### src/rtl/hazard_ctrl_pipe.sv
// Hazard unit for the MIPS pipeline: tracks in-flight writers after D and
// produces the D-stage stall, rs/rt forwarding selects and the HI/LO busy stall.
module hazard_ctrl_pipe #(
    parameter int NSTAGE  = 3,
    parameter int TW      = 2,
    parameter int MUL_CYC = 5,
    parameter int DIV_CYC = 10,
    parameter int CW      = 4
) (
    input  logic          clk,
    input  logic          reset,
    input  logic [4:0]    d_a1,
    input  logic [4:0]    d_a2,
    input  logic [TW-1:0] d_tuse_rs,
    input  logic [TW-1:0] d_tuse_rt,
    input  logic          d_we,
    input  logic [4:0]    d_a3,
    input  logic [TW-1:0] d_tnew,
    input  logic          d_md_start,
    input  logic          d_md_div,
    input  logic          d_md_use,
    output logic          stall,
    output logic [2:0]    fwd_rs_sel,
    output logic [2:0]    fwd_rt_sel,
    output logic          md_busy
);

    localparam logic [TW-1:0] TUSE_NONE = '1;

    typedef struct packed {
        logic          hit;
        logic [2:0]    sel;
        logic [TW-1:0] tnew;
    } match_t;

    logic [NSTAGE-1:0]           we_q, we_d;
    logic [NSTAGE-1:0][4:0]      a3_q, a3_d;
    logic [NSTAGE-1:0][TW-1:0]   tnew_q, tnew_d;
    logic [CW-1:0]               md_cnt_q, md_cnt_d;
    match_t                      rs_m, rt_m;
    logic                        gpr_stall;
    logic                        md_stall;

    function automatic logic [TW-1:0] sat_dec(input logic [TW-1:0] v);
        return (v == '0) ? '0 : v - TW'(1);
    endfunction

    // Scan from the farthest stage inward so the nearest producer overwrites.
    // A zero index never matches, which also makes a3=0 entries inert.
    function automatic match_t find_producer(
        input logic [4:0]                idx,
        input logic [TW-1:0]             tuse,
        input logic [NSTAGE-1:0]         we,
        input logic [NSTAGE-1:0][4:0]    a3,
        input logic [NSTAGE-1:0][TW-1:0] tnew
    );
        match_t m;
        m = '0;
        if (idx != 5'd0 && tuse != TUSE_NONE) begin
            for (int k = NSTAGE - 1; k >= 0; k--) begin
                if (we[k] && a3[k] == idx) begin
                    m.hit  = 1'b1;
                    m.sel  = 3'(k + 1);
                    m.tnew = tnew[k];
                end
            end
        end
        return m;
    endfunction

    assign md_busy = (md_cnt_q != '0);

    always_comb begin
        rs_m       = find_producer(d_a1, d_tuse_rs, we_q, a3_q, tnew_q);
        rt_m       = find_producer(d_a2, d_tuse_rt, we_q, a3_q, tnew_q);
        gpr_stall  = (rs_m.hit && (rs_m.tnew > d_tuse_rs)) ||
                     (rt_m.hit && (rt_m.tnew > d_tuse_rt));
        md_stall   = d_md_use && md_busy;
        stall      = gpr_stall || md_stall;
        fwd_rs_sel = (rs_m.hit && rs_m.tnew == '0) ? rs_m.sel : 3'd0;
        fwd_rt_sel = (rt_m.hit && rt_m.tnew == '0) ? rt_m.sel : 3'd0;
    end

    // Stage 1 takes a bubble on stall; older stages keep draining regardless.
    always_comb begin
        we_d   = '0;
        a3_d   = '0;
        tnew_d = '0;
        if (!stall) begin
            we_d[0]   = d_we;
            a3_d[0]   = d_a3;
            tnew_d[0] = d_tnew;
        end
        for (int k = 1; k < NSTAGE; k++) begin
            we_d[k]   = we_q[k-1];
            a3_d[k]   = a3_q[k-1];
            tnew_d[k] = sat_dec(tnew_q[k-1]);
        end

        if (d_md_start && !stall) begin
            md_cnt_d = d_md_div ? CW'(DIV_CYC) : CW'(MUL_CYC);
        end else if (md_busy) begin
            md_cnt_d = md_cnt_q - CW'(1);
        end else begin
            md_cnt_d = md_cnt_q;
        end
    end

    always_ff @(posedge clk) begin
        if (reset) begin
            we_q     <= '0;
            a3_q     <= '0;
            tnew_q   <= '0;
            md_cnt_q <= '0;
        end else begin
            we_q     <= we_d;
            a3_q     <= a3_d;
            tnew_q   <= tnew_d;
            md_cnt_q <= md_cnt_d;
        end
    end

endmodule

### config.mk
export PLATFORM = sky130hd
export DESIGN_NAME = hazard_ctrl_pipe
export DESIGN_NICKNAME = d
export VERILOG_FILES = /design/src/rtl/hazard_ctrl_pipe.sv
export SDC_FILE = /design/constraint.sdc
export NUM_CORES = 1
export LEC_CHECK = 0
export BUFFER_PORTS_ARGS = -buffer_cell sky130_fd_sc_hd__buf_4
export CAP_MARGIN = 5
export CORE_MARGIN = 2
export CORE_UTILIZATION = 27
export DETAILED_ROUTE_END_ITERATION = 16
export PLACE_DENSITY = 0.57
export SLEW_MARGIN = 20
export SYNTH_ARGS = -nofsm -noshare
export SYNTH_HDL_FRONTEND = slang
export SYNTH_SLANG_ARGS = --single-unit
### constraint.sdc
create_clock -name clk -period 3.1 [get_ports clk]
set_input_delay 0.62 -clock clk [delete_from_list [all_inputs] [get_ports clk]]
set_output_delay 0.62 -clock clk [all_outputs]
set_load 0.03 [all_outputs]
# Word level (Yosys, flattened, before mapping)
# Index checks and enable logic that the tools add are counted.
# Widths: inputs -> output; s select.
[word_totals] register_bits=28 input_bits=27 out_inout_bits=8 wordCells=63
[op_classes] add_sub_neg=3 order_cmp=2 eq_ne=8 n_mux=13 reduce_logical=28
[ops] op="$mux 6" count=8
[ops] op="$eq 5x5->1" count=6
[ops] op="$logic_and 1x1->1" count=14
[ops] op="$mux 4" count=3
[ops] op="$reduce_bool 5->1" count=2
[ops] op="$logic_not 2->1" count=4
[ops] op="$mux 3" count=2
[ops] op="$reduce_or 2->1" count=3
[ops] op="$gt 2x2->1" count=2
[ops] op="$ne 2x2->1 const B" count=2
[ops] op="$reduce_bool 4->1" count=1
[ops] op="$sub 2x1->2 const B" count=2
[ops] op="$sub 4x1->4 const B" count=1
[ops] op="$logic_or 1x1->1" count=2
[ops] op="$reduce_bool 2->1" count=1
[ops] op="$logic_not 1->1" count=1

# Longest topological paths before layout
[logic_depth] ltp_word=13 mapped_depth=13 mapped_depth_nobuf=13

# Worst setup path before layout
# Ideal clock, no wire load.
[synth_timing] path_type="input-to-output" start="input port d_a1[4]" end="output port stall" t_arrival_ns=2.709 t_required_ns=2.480 slack_ns=-0.229 path_stages=11 path_buffers=0 path_cell_list="xor2_1 nor4_2 and3_4 o31a_1 o21ai_1 nor2b_1 ha_1 a21oi_1 a211oi_2 o31ai_4 nand3_1"
[synth_via] elab_chain_cells=10 elab_cells_between_ends=16 classes_between="order compare: 1; eq/ne: 3; mux: 4; reduce/logical: 8"
[synth_lines] element="start: declaration" line_no="12" rtl="input logic [4:0] d_a1,"
[synth_lines] element="$eq 5x5->1" line_no="61" rtl="if (we[k] && a3[k] == idx) begin"
[synth_lines] element="$logic_and 1x1->1" line_no="61"
[synth_lines] element="$mux 6 (3 in a row)" line_no="61"
[synth_lines] element="$mux 6 (*)" line_no="59" rtl="if (idx != 5'd0 && tuse != TUSE_NONE) begin"
[synth_lines] element="$gt 2x2->1" line_no="76" rtl="gpr_stall = (rs_m.hit && (rs_m.tnew > d_tuse_rs)) ||"
[synth_lines] element="$logic_and 1x1->1 (*)" line_no="76"
[synth_lines] element="$logic_or 1x1->1 (*)" line_no="76"
[synth_lines] element="$logic_or 1x1->1 (*)" line_no="79" rtl="stall = gpr_stall || md_stall;"
[synth_lines] element="end: declaration" line_no="22" rtl="output logic stall,"
# Mark *: on every way between the ends. The rest lies on a longest branch, timed or not.

# Final worst setup path
[layout_timing] start="input port d_a1[1]" end="output port stall"
# The elaborated chain is that of the path after synthesis.

==> metrics.md <==
| Metric | Value |
|---|---|
| CORE AREA | `6350 um^2` |
| Starting DRT DRC Count | `47` |
| Unrepaired setup endpoints after global routing | `yes` |
| Worst EP arrival | `2.82 ns` |
| Pre-CTS WS | `-0.492 ns` |
| Post-synth EDFFs | `0` |
| Crit path buf inv count | `2` |
| Required @ worst endpoint | `2.48 ns` |
| Clock latency on the worst-skew pair | `0.27 ns` |
| Port-buffer cells | `32` |
| Final ANT Viol Nets | `0` |
| Layout Nets | `293` |
| Worst hold start | `a3_d[10]` |
| DR WL/cell | `12.2 um` |
| Max VDD drop | `408 uV` |
| Hold path depth | `1` |
| Failing checks | `setup timing` |
| Post-route cell area | `2470 um^2` |
| Via count | `1,516` |
| Die Area | `7210 um^2` |
| First-pass GRT wire length | `6770 um` |
| Slowest cell on crit path | `nor4_2` |
| Cts bufs inserted | `3` |
| DR pass1 iterations | `4` |
| Yosys top cell area share | `31.7%` |
| FF-to-FF path depth | `12` |
| Reg2reg setup slack | `0.24 ns` |
| Status | `finished with violations` |
| Slack of the critical path | `-0.335 ns` |
| Mean Syn Cell Area | `9.01 um^2` |
| Antenna violations before repair | `0` |
| Part of the Yosys area used for sequential elements | `31.7%` |
| Yosys reg bits | `28` |
| Global route overflow | `0` |
| Largest stage delay, worst path | `0.35 ns` |
| CTS H-Tree Depth | `1` |
| DR vias/cell | `4.54` |
| Worst r2r dst | `md_cnt_q[1]` |
| Die height | `84.9 um` |
| Crit path kind | `input pin to output port` |
| Hold_ws | `0.515 ns` |
| Area leader, netlist | `dfxtp_1` |
| Clk_skew | `0.00433 ns` |
| Fin crit share | `111%` |
| Setup violations, final | `1` |
| Post-DP HPWL | `3380 um` |
| Final wirelength | `4080 um` |
| CTS Hold Bufs | `0` |
| Post-synth cell types | `45` |
| Levels on crit path | `12` |
| Gate Count Post-Synth | `196` |
| Vias in the first global route | `1,492` |
| Initial core utilization | `27.8%` |
| Cell chain of the critical path | `buf_6, xor2_1, nor4_2, and3_4, nor2_1, a221oi_2, a211o_1, ha_4, a211oi_4, o31ai_4, nand3_4, buf_6` |
| Ranking of synthesized cells by area | `dfxtp_1 32%, xor2_1 12%, ha_1 5.7%, nor2b_1 4.6%, inv_1 3.8%` |
| RePlAce Congestion | `0.846` |
| CTS tree | `done` |
| CP startpoint kind | `input pin` |
| CTS clk-pin slew, worst paths | `0.10 ns` |
| Peak Freq | `291 MHz` |
| Worst R2R Start | `a3_d[11]` |
| Hold EP | `a3_q[10]` |
| Placed cell area | `2300 um^2` |
| Largest net degree at the start of global routing | `24` |
| GRT Total Usage | `11.7%` |
| Tmin final | `3.44 ns` |
| Power Dens Cells | `503 nW/um^2` |
| Clock sinks | `28` |
| Main synth FF type | `dfxtp_1` |
| I/O pins | `35` |
| Clock root buffer master | `clkbuf_8` |
| Post-synth ARST share | `0%` |
| P_leak | `1.13 nW` |
| CP Max Fanout | `4` |
| Slew Limit Fails | `0` |
| Most frequent CP cell | `buf_6` |
| DRC viols | `0` |
| Rows | `29` |
| Die W | `84.9 um` |
| Max-cap check violation count | `0` |
| Area delta synth->final | `39.9%` |
| CP Capture Type | `output port` |
| Clock Tree Buf Depth | `2` |
| Netlist Area Pre-Place | `1770 um^2` |
| Share of layout cells above drive strength 1 | `42.0%` |
| Inserted Diodes | `0` |
| Largest delay contributor family on the critical path | `compound AO/OA/AOI/OAI gates` |
| Yosys warning total | `0` |
| Worst Hold Class | `flop to flop` |
| Final hold violation count | `0` |
## metal layers
layer / GRT usage, % / share of wire, % / vias to the layer above
met3: 1.17 / 2.6 / 2
met1: 16.0 / 49 / 690
met2: 19.6 / 48 / 27
li1: - / - / 797
met4: 3.46 / 0.88 / 0
met5: 0 / 0 / -
## through the flow
stage | utilization (%) | setup TNS [ns] | std cells | power [W]
CTS | 37.8 | -0.374 | 333 | 0.00124
floorplan | - | -0.107 | 197 | 0.000790
global placement | 36.2 | -2.96 | 329 | 0.000934
detailed placement | 36.2 | -3.02 | 329 | 0.000937
finish | 38.9 | -0.335 | 334 | 0.00124
global route | 38.9 | -0.527 | 334 | 0.00133
## cell usage in the layout, fill, tap and decap left out, types with 4 or more instances in the layout
cell type | synthesis | routed
buf_4 | 3 | 58
nor4_2 | 2 | 4
xor2_1 | 25 | 24
nor2b_1 | 13 | 13
xnor2_1 | 7 | 7
nand2_1 | 9 | 8
nor3_1 | 8 | 7
dfxtp_1 | 28 | 28
nor2_1 | 7 | 7
nor2_2 | 8 | 8
nand3_1 | 7 | 5
ha_1 | 8 | 7
nand4_1 | 4 | 4
inv_1 | 18 | 18
## how the worst max path moves through the flow
| stage | endpoint | start |
|---|---|---|
| after floorplan | stall | d_a1[4] |
| after global placement | stall | d_a1[3] |
| after detailed placement | stall | d_a1[3] |
| after CTS | stall | d_a1[2] |
| after global routing | stall | d_a1[1] |
| final | stall | d_a1[1] |
## registers in the layout, indices dropped and copies added, names as in the netlist
register / count
md_cnt_q: 4
a3_d: 10
we_q: 3
a3_q: 5
tnew_q: 6
## power breakdown
part           internal (W)  switching (W)
clock network      0.000173       0.000114
logic              0.000223       0.000256
registers          0.000419      0.0000581
## synthesized netlist by cell type (2+ instances only)
cell,instances
nor4_1,4
ha_1,8
nand3_1,7
nor4_2,2
or4_1,2
and3_4,3
xor2_1,25
and3_2,3
nor2_1,7
a21oi_1,3
buf_4,3
dfxtp_1,28
nor3_1,8
inv_1,18
and2_2,2
o21ai_1,2
nand4_1,4
o21ai_2,2
nor2b_1,13
o31ai_1,4
o31ai_4,2
nand2_1,9
xnor2_1,7
o21ai_0,2
nor2_2,8
## cells by family after synthesis
family | synth area share, %
AND/OR/NAND/NOR | 28.5
XOR/XNOR | 15.9
flip-flops | 31.7
AO/OA/AOI/OAI | 12.5
buffers and inverters | 5.52
adder cells (fa/ha/maj) | 5.67
other | 0.212
## repair_timing
action	CTS	global route
endpoints found under the setup margin	3	14
buffers inserted	1	1
endpoints found under the hold margin	0	0
pin swaps	4	8
gates resized for setup	8	11
## layout make-up
| class | instances | area, um^2 |
|---|---|---|
| clock buffers | 3 | 41.3 |
| clock inverters | 1 | 30.0 |
| fillers | 645 | 3880 |
| inverters | 19 | 71.3 |
| multi-input cells | 146 | 1210 |
| flip-flops and latches | 28 | 561 |
| well taps | 77 | 96.3 |
| repair buffers | 60 | 458 |
Note: power is estimated with default switching activity, not from simulation.
